<file path="config.mk">
export PLATFORM = sky130hd
export DESIGN_NAME = piccolo80_iter_ctrl_flat
export DESIGN_NICKNAME = d
export VERILOG_FILES = /design/src/rtl/piccolo_pkg.sv /design/src/rtl/piccolo80_iter_ctrl_if.sv /design/src/rtl/piccolo80_ksched.sv /design/src/rtl/piccolo80_iter_ctrl.sv /design/src/flat_wrapper.sv
export SDC_FILE = /design/constraint.sdc
export NUM_CORES = 1
export LEC_CHECK = 0
export CAP_MARGIN = 40
export CORE_ASPECT_RATIO = 0.8
export CORE_MARGIN = 5
export CORE_UTILIZATION = 25
export CTS_BUF_LIST = sky130_fd_sc_hd__clkbuf_2
export DETAILED_ROUTE_END_ITERATION = 10
export DONT_BUFFER_PORTS = 1
export PLACE_DENSITY = 0.39
export SYNTH_ARGS = -nofsm -noshare
export SYNTH_HDL_FRONTEND = slang
export SYNTH_HIERARCHICAL = 1
export SYNTH_SLANG_ARGS = --single-unit
</file>
<file path="constraint.sdc">
create_clock -name clk -period 2.8 [get_ports clk]
set_input_delay 0.84 -clock clk [delete_from_list [all_inputs] [get_ports clk]]
set_output_delay 0.84 -clock clk [all_outputs]
set_load 0.01 [all_outputs]
</file>
<file path="src/rtl/piccolo_pkg.sv">
// Shared types, widths and block-level helpers for the iterative Piccolo-80 controller.
package piccolo_pkg;

  localparam int ROUNDS_DEF = 25;
  localparam int BLK        = 64;
  localparam int KEY        = 80;
  localparam int RK         = 32;
  localparam int RIDX       = 5;

  typedef enum logic [1:0] {
    IDLE = 2'd0,
    RUN  = 2'd1,
    DONE = 2'd2
  } fsm_t;

  // Key word i (0..4); K0 occupies the most significant 16 bits.
  function automatic logic [15:0] kword(input logic [KEY-1:0] k, input int unsigned i);
    return k[KEY-1-16*i -: 16];
  endfunction

  // Inverse of the datapath byte permutation: u = {c6,c3,c0,c5,c2,c7,c4,c1}.
  function automatic logic [BLK-1:0] inv_rp(input logic [BLK-1:0] c);
    return {c[15:8], c[39:32], c[63:56], c[23:16],
            c[47:40], c[7:0],  c[31:24], c[55:48]};
  endfunction

  function automatic logic [BLK-1:0] whiten_pre(input logic [BLK-1:0] x,
                                                input logic [KEY-1:0] k);
    logic [15:0] k0, k1, wk0, wk1;
    k0  = kword(k, 0);
    k1  = kword(k, 1);
    wk0 = {k0[15:8], k1[7:0]};
    wk1 = {k1[15:8], k0[7:0]};
    return {x[63:48] ^ wk0, x[47:32], x[31:16] ^ wk1, x[15:0]};
  endfunction

  function automatic logic [BLK-1:0] whiten_post(input logic [BLK-1:0] x,
                                                 input logic [KEY-1:0] k);
    logic [15:0] k3, k4, wk2, wk3;
    k3  = kword(k, 3);
    k4  = kword(k, 4);
    wk2 = {k4[15:8], k3[7:0]};
    wk3 = {k3[15:8], k4[7:0]};
    return {x[63:48] ^ wk2, x[47:32], x[31:16] ^ wk3, x[15:0]};
  endfunction

endpackage

</file>
<file path="src/rtl/piccolo80_iter_ctrl_if.sv">
// Handshake and datapath bundle between the Piccolo-80 controller and its environment.
interface piccolo80_iter_ctrl_if;
  import piccolo_pkg::*;

  logic            in_valid;
  logic            in_ready;
  logic [KEY-1:0]  key;
  logic [BLK-1:0]  pt;
  logic            out_valid;
  logic            out_ready;
  logic [BLK-1:0]  ct;
  logic            busy;
  logic [RIDX-1:0] dp_round;
  logic [RK-1:0]   dp_rk;
  logic [BLK-1:0]  dp_state;
  logic [BLK-1:0]  dp_result;

  // Environment side: producer, consumer and the combinational round datapath.
  modport master (
    output in_valid, key, pt, out_ready, dp_result,
    input  in_ready, out_valid, ct, busy, dp_round, dp_rk, dp_state
  );

  // Controller side.
  modport slave (
    input  in_valid, key, pt, out_ready, dp_result,
    output in_ready, out_valid, ct, busy, dp_round, dp_rk, dp_state
  );
endinterface

</file>
<file path="src/rtl/piccolo80_ksched.sv">
// Piccolo-80 round-key selector: latched master key plus a mod-5 phase counter.
module piccolo80_ksched
  import piccolo_pkg::*;
(
  input  logic           clk,
  input  logic           rst_n,
  input  logic           load,
  input  logic           step,
  input  logic [KEY-1:0] key_in,
  output logic [KEY-1:0] key_q,
  output logic [RK-1:0]  rk
);

  logic [2:0] m5_q;

  always_ff @(posedge clk or negedge rst_n) begin
    if (!rst_n) begin
      key_q <= '0;
      m5_q  <= '0;
    end else if (load) begin
      key_q <= key_in;
      m5_q  <= '0;
    end else if (step) begin
      m5_q  <= (m5_q == 3'd4) ? 3'd0 : m5_q + 3'd1;
    end
  end

  always_comb begin
    rk = {kword(key_q, 2), kword(key_q, 3)};
    case (m5_q)
      3'd1, 3'd4: rk = {kword(key_q, 0), kword(key_q, 1)};
      3'd3:       rk = {kword(key_q, 4), kword(key_q, 4)};
      default:    rk = {kword(key_q, 2), kword(key_q, 3)};
    endcase
  end

endmodule

</file>
<file path="src/rtl/piccolo80_iter_ctrl.sv">
// Iterative Piccolo-80 controller driving an external one-round datapath, one round per clock.
// Optional macro PICCOLO_ABORT_EN adds an abort input that cancels a block in RUN or DONE.
module piccolo80_iter_ctrl
  import piccolo_pkg::*;
#(
  parameter int ROUNDS = ROUNDS_DEF
) (
  input  logic clk,
  input  logic rst_n,
`ifdef PICCOLO_ABORT_EN
  input  logic abort,
`endif
  piccolo80_iter_ctrl_if.slave bus
);

  localparam logic [RIDX-1:0] LAST_RND = RIDX'(ROUNDS - 1);

  fsm_t            state_q, state_d;
  logic [BLK-1:0]  blk_q;
  logic [BLK-1:0]  ct_q;
  logic [RIDX-1:0] rnd_q;
  logic [KEY-1:0]  key_q;
  logic [RK-1:0]   rk;
  logic            accept, step, last, abort_w;

`ifdef PICCOLO_ABORT_EN
  assign abort_w = abort;
`else
  assign abort_w = 1'b0;
`endif

  always_comb begin
    state_d = state_q;
    accept  = 1'b0;
    step    = 1'b0;
    last    = 1'b0;
    case (state_q)
      IDLE: begin
        // Abort wins over a simultaneous offer so nothing is accepted that edge.
        if (bus.in_valid && !abort_w) begin
          accept  = 1'b1;
          state_d = RUN;
        end
      end
      RUN: begin
        if (abort_w) begin
          state_d = IDLE;
        end else begin
          step = 1'b1;
          if (rnd_q == LAST_RND) begin
            last    = 1'b1;
            state_d = DONE;
          end
        end
      end
      DONE: begin
        if (abort_w || bus.out_ready) state_d = IDLE;
      end
      default: state_d = IDLE;
    endcase
  end

  always_ff @(posedge clk or negedge rst_n) begin
    if (!rst_n) begin
      state_q <= IDLE;
      blk_q   <= '0;
      rnd_q   <= '0;
      ct_q    <= '0;
    end else begin
      state_q <= state_d;
      if (accept) begin
        blk_q <= whiten_pre(bus.pt, bus.key);
        rnd_q <= '0;
      end else if (step) begin
        rnd_q <= rnd_q + 1'b1;
        if (!last) blk_q <= bus.dp_result;
      end
      // The datapath always applies the byte permutation; the last round must not have it.
      if (last) ct_q <= whiten_post(inv_rp(bus.dp_result), key_q);
    end
  end

  piccolo80_ksched u_ksched (
    .clk    (clk),
    .rst_n  (rst_n),
    .load   (accept),
    .step   (step),
    .key_in (bus.key),
    .key_q  (key_q),
    .rk     (rk)
  );

  assign bus.in_ready  = (state_q == IDLE);
  assign bus.busy      = (state_q == RUN);
  assign bus.out_valid = (state_q == DONE);
  assign bus.ct        = ct_q;
  assign bus.dp_round  = rnd_q;
  assign bus.dp_rk     = rk;
  assign bus.dp_state  = blk_q;

endmodule

</file>
<file path="src/flat_wrapper.sv">
// flat-port wrapper written by rule: the top's interface ports become plain ports
module piccolo80_iter_ctrl_flat import piccolo_pkg::*;
#(
  parameter int ROUNDS = ROUNDS_DEF
)
  (clk, rst_n, bus_in_valid, bus_key, bus_pt, bus_out_ready, bus_dp_result, bus_in_ready, bus_out_valid, bus_ct, bus_busy, bus_dp_round, bus_dp_rk, bus_dp_state);
  piccolo80_iter_ctrl_if bus_i ();
  input  logic clk;
  input  logic rst_n;
  input wire logic [$bits(bus_i.in_valid)-1:0] bus_in_valid;
  input wire logic [$bits(bus_i.key)-1:0] bus_key;
  input wire logic [$bits(bus_i.pt)-1:0] bus_pt;
  input wire logic [$bits(bus_i.out_ready)-1:0] bus_out_ready;
  input wire logic [$bits(bus_i.dp_result)-1:0] bus_dp_result;
  output wire logic [$bits(bus_i.in_ready)-1:0] bus_in_ready;
  output wire logic [$bits(bus_i.out_valid)-1:0] bus_out_valid;
  output wire logic [$bits(bus_i.ct)-1:0] bus_ct;
  output wire logic [$bits(bus_i.busy)-1:0] bus_busy;
  output wire logic [$bits(bus_i.dp_round)-1:0] bus_dp_round;
  output wire logic [$bits(bus_i.dp_rk)-1:0] bus_dp_rk;
  output wire logic [$bits(bus_i.dp_state)-1:0] bus_dp_state;
  assign bus_i.in_valid = bus_in_valid;
  assign bus_i.key = bus_key;
  assign bus_i.pt = bus_pt;
  assign bus_i.out_ready = bus_out_ready;
  assign bus_i.dp_result = bus_dp_result;
  assign bus_in_ready = bus_i.in_ready;
  assign bus_out_valid = bus_i.out_valid;
  assign bus_ct = bus_i.ct;
  assign bus_busy = bus_i.busy;
  assign bus_dp_round = bus_i.dp_round;
  assign bus_dp_rk = bus_i.dp_rk;
  assign bus_dp_state = bus_i.dp_state;
  piccolo80_iter_ctrl #(.ROUNDS(ROUNDS)) u_core (.clk(clk), .rst_n(rst_n), .bus(bus_i));
endmodule
</file>
Word level (Yosys, flattened, before mapping)
Index checks and enable logic that the tools add are counted.
{"block": "totals", "register_bits": 218, "latchBits": 0, "ramBits": 0, "rom_bits": 0, "in_bits": 212, "output_inout_bits": 168, "mem_count": 0}
{"block": "op_classes", "add_sub_neg": 2, "mul": 0, "n_div": 0, "n_lt_le_gt_ge": 0, "n_eq_ne": 10, "n_shift": 0, "muxes": 18, "n_bitwise": 4, "n_reduce_logical": 5}
{"op": "$mux 64", "n": 3}
{"op": "$pmux 32 s2", "n": 1}
{"op": "$xor 16x16->16", "n": 4}
{"op": "$mux 5", "n": 2}
{"op": "$mux 3", "n": 3}
{"op": "$mux 2", "n": 3}
{"op": "$pmux 2 s3", "n": 1}
{"op": "$add 5x1->5 const B", "n": 1}
{"op": "$eq 5x5->1 const B", "n": 1}
{"op": "$mux 1", "n": 5}
{"op": "$ne 2x1->1 const B", "n": 2}
{"op": "$ne 2x2->1 const B", "n": 2}
{"op": "$add 3x1->3 const B", "n": 1}
{"op": "$eq 3x1->1 const B", "n": 1}
{"op": "$eq 3x2->1 const B", "n": 1}
{"op": "$eq 3x3->1 const B", "n": 1}
{"op": "$reduce_and 3->1", "n": 1}
{"op": "$eq 2x1->1 const B", "n": 1}
{"op": "$eq 2x2->1 const B", "n": 1}
{"op": "$logic_not 2->1", "n": 1}
{"op": "$reduce_and 2->1", "n": 1}
{"op": "$reduce_bool 2->1", "n": 1}
{"op": "$reduce_or 2->1", "n": 1}

Depth between registers and ports, before layout
{"block": "depth", "ltp_word": 6, "mapped_depth": 9, "ltp_nobuf": 5}

Modules after synthesis
The synthesis kept the hierarchy.
{"module": "piccolo80_iter_ctrl", "n_inst": 1, "cells_each": 483, "area_each_um2": 6892.9, "seq_area_each_um2": 3378.2}
{"module": "piccolo80_ksched", "n_inst": 1, "cells_each": 245, "area_each_um2": 3653.5, "seq_area_each_um2": 2077.0}

Worst setup path after synthesis
No wires, ideal clock.
{"block": "synth_path", "kind": "reg-to-output", "start": "register u_core.u_ksched.m5_q[0]", "end": "output bus_dp_rk[0]", "arrival_time_ns": 1.460, "t_required_ns": 1.960, "setup_slack_ns": 0.500, "path_stages_with_launch": 6, "n_path_buf": 1, "path_cell_list": "dfrtp_1 > inv_1 > ha_1 > mux2_4 > buf_6 > a221o_1"}
{"block": "synth_via", "elab_chain_len": 3, "word_cells_on_any_way": 5, "cone_classes": "3 x eq/ne; 1 x mux; 1 x reduce/logical"}
{"item": "start: declaration", "line_no": "piccolo80_ksched.sv:14", "rtl": "logic [2:0] m5_q;"}
{"item": "start signal: assignment", "line_no": "piccolo80_ksched.sv:24", "rtl": "m5_q <= (m5_q == 3'd4) ? 3'd0 : m5_q + 3'd1;"}
{"item": "$eq 3x3->1 / $eq 3x1->1 (equally long branches)", "line_no": "piccolo80_ksched.sv:30", "rtl": "case (m5_q)"}
{"item": "$reduce_or 2->1", "line_no": "piccolo80_ksched.sv:30"}
{"item": "$pmux 32 s2 *", "line_no": "piccolo80_ksched.sv:30"}
{"item": "end: declaration", "line_no": "flat_wrapper.sv:20", "rtl": "output wire logic [$bits(bus_i.dp_rk)-1:0] bus_dp_rk;"}
Mark *: on every way between the ends. The rest lies on a longest branch, timed or not.

Final worst setup path
{"block": "layout_path", "start": "register u_core.u_ksched.m5_q[1]", "end": "output bus_dp_rk[0]"}
Same word-level chain as after synthesis.

==> reports/results.tsv <==
metric	value	unit
Initial DRT Pass Iterations	4	
max layer used	met4	
vias in the first global route	7991	
Vias	7075	
leakage	5.86	nW
status	complete, but fails checks	
drt total wl	37800	um
fin. max-slew vios	0	
met3 wire length	3930	um
Starting Density	0.252	
1st-iter DRT viols	285	
Synth area leader	dfrtp_1	
Max IR drop VDD	0.317	mV
DIE WIDTH	240	um
Core Area	41800	um2
port buffer count	0	
most common cell in the synthesized netlist	dfrtp_1	
Netlist cell types	34	
drc violations	0	
mapped cell area	10500	um2
Power Total	14.5	mW
Critical Path Start Type	flop	
number of hold violations in the final report	218	
GR Util All Layers	0.159	
dpl cell area	11200	um2
Peak Freq	0.289	GHz
WL met2	17000	um
fin util	0.325	
Pwr Density	1070	nW/um2
first-pass GRT wire length	54700	um
CTS root buf	clkbuf_2	
row cnt	67	
unrepaired setup endpoints after global routing	yes	
CP Class	flop to primary output	
TritonCTS clock tree	built	
Reg2Reg Launch Point	u_core/state_q[0]	
Crit path arrival time	2620	ps
cells on worst reg2reg path	6	
critical path capture point type	primary output	
EDFF count, synth	0	
H-tree levels	3	
die area	46400	um2
top-area cell type share of the netlist area	0.517	
fin area	13600	um2
initial antenna violation count	8	
DR WL/cell	24.4	um
Req. time, crit path	1960	ps
pin count of the biggest net entering global routing	219	
Final period util	1.24	
Worst Setup SP	u_core/u_ksched/m5_q[1]	
r2r endpoint	u_core/bus.dp_state[32]	
DP Worst Slack	141	ps
Async SR Flop Fraction	1.00	
Congestion Overflow GR	0	
Worst-path clk slew	110	ps
vias per inst	4.56	
synthesized netlist net count	946	
Worst Max-Slew Pin Slew	559	ps
Cells after Synth	728	
Final min period	3460	ps
Main synth FF type	dfrtp_1	
share of post-route cells with drive strength above 1	0.430	
Clock Sinks	218	
sequential share of the synthesized area	0.517	
Max Clock Skew	55.8	ps
Worst R2R Setup Slack	220	ps
WL met1	15900	um
Max Cap Violations	0	
Commonest cells post-synth	218 x dfrtp_1, 172 x mux2_2, 64 x mux2_4	
boundary pin count	380	
Slew HR	0.626	
Post-DP HPWL	26900	um
area grow syn2layout	29.1	%
Inserted Clock Buffers	67	
Final setup viols	32	
Post-DRT Antenna Nets	0	
Clock Tree Buf Depth	3	
yosys warns	6	
final worst slack	-664	ps
Synth Area per Inst	14.5	um2
Clk Latency, worst-skew pair	970	ps
Chip Height	194	um
failing checks	negative hold slack, negative setup slack	
synth top area cells	dfrtp_1 52%, mux2_2 18%, mux2_4 9.1%	
critical path peak fanout	8	
HP Class	input pin to asynchronous set/reset pin	
hold-fix buffers at CTS	157	
synthesized flop and latch total	218	
Nets	1166	
routability-driven placement congestion ratio	0.820	
worst hold slack	-423	ps
==> power by group <==
group          switching (mW)  leakage, nW  internal [mW]
registers                1.75         2.58           4.51
logic                    2.68         2.84           3.14
clock network            1.48        0.435          0.968
==> what timing repair did <==
item / in CTS / in global routing
pin swaps: 30 / 10
buffers inserted: 8 / 3
setup endpoints to repair: 33 / 34
endpoints found under the hold margin: 393 / 218
gates resized for setup: 18 / 17
gates cloned: 4 / 0
==> worst max path at each step <==
| stage | to | slack (ps) | cells after the start |
|---|---|---|---|
| finish | bus_dp_rk[0] | -660 | 6 |
| global route | bus_dp_rk[25] | -890 | 6 |
| CTS | bus_dp_rk[0] | -880 | 6 |
| detailed placement | bus_dp_rk[1] | 140 | 6 |
| global placement | bus_dp_rk[1] | 190 | 6 |
| floorplan | bus_dp_rk[0] | 500 | 5 |
==> placed cells by master, fill, tap and decap left out, drive strengths merged <==
master / Yosys / routed
nor2: 4 / 4
clkinv: 0 / 16
nor2b: 1 / 1
ha: 6 / 6
o21ai: 5 / 5
xor2: 34 / 34
dfrtp: 218 / 218
a21o: 1 / 1
nand2: 6 / 6
clkbuf: 8 / 92
mux2: 241 / 241
nor3b: 2 / 2
buf: 37 / 37
diode: 0 / 10
a21oi: 67 / 67
mux2i: 2 / 2
nand3: 3 / 3
xnor2: 32 / 32
inv: 7 / 10
and4b: 1 / 1
nand2b: 2 / 2
and2: 17 / 17
a221o: 32 / 32
dlygate4sd3: 0 / 157
clkinvlp: 0 / 1
o21bai: 1 / 1
bufinv: 0 / 1
o31ai: 1 / 1
==> worst max-delay path, stage by stage, from the launching register on <==
cell and delay, ps:
dfrtp_1 410, inv_2 80, ha_4 150, mux2_4 310, buf_12 170, buf_16 150, a221o_1 400
==> registers in the layout, indices dropped and copies added (netlist names) <==
register               flops
u_core/bus.dp_state       64
u_core/bus.ct             64
u_core/bus.dp_round        5
u_core/u_ksched/key_q     80
u_core/u_ksched/m5_q       3
u_core/state_q             2
==> cell families (layout without fill, tap and decap cells) <==
| logic type | after synthesis | in the layout | share of synthesized area |
|---|---|---|---|
| mux | 243 | 243 | 0.282 |
| flops | 218 | 218 | 0.517 |
| compound gates | 107 | 107 | 0.0784 |
| xor+xnor | 66 | 66 | 0.0548 |
| buf+inv | 52 | 314 | 0.0395 |
| simple gates | 36 | 36 | 0.0209 |
| fa+ha+maj | 6 | 6 | 0.00712 |
| other cells | 0 | 10 | 0 |
==> metal layers <==
metal | global-route usage | vias up
met2 | 0.241 | 329
met3 | 0.0728 | 69
li1 | - | 3120
met1 | 0.202 | 3557
met5 | 0 | -
met4 | 0.0532 | 0
==> through the flow <==
stage	cells	hold WS, ps	TNS [ps]
4_1_cts	1539	-638	-26540
5_1_grt	1549	-643	-27830
3_3_place_gp	1259	491	0
2_1_floorplan	728	481	0
6_report	1552	-423	-20400
3_5_place_dp	1259	497	0
==> cell type report <==
| type | count | area, um2 |
|---|---|---|
| Inverter | 7 | 31.3 |
| Tap cell | 552 | 691 |
| Antenna cell | 10 | 25.0 |
| Timing Repair inverter | 1 | 3.75 |
| Multi-Input combinational cell | 458 | 4740 |
| Fill cell | 4199 | 28200 |
| Timing Repair Buffer | 195 | 2100 |
| Sequential cell | 218 | 5460 |
| Clock buffer | 91 | 455 |
| Clock inverter | 20 | 110 |
(Power assumes the default switching activity.)
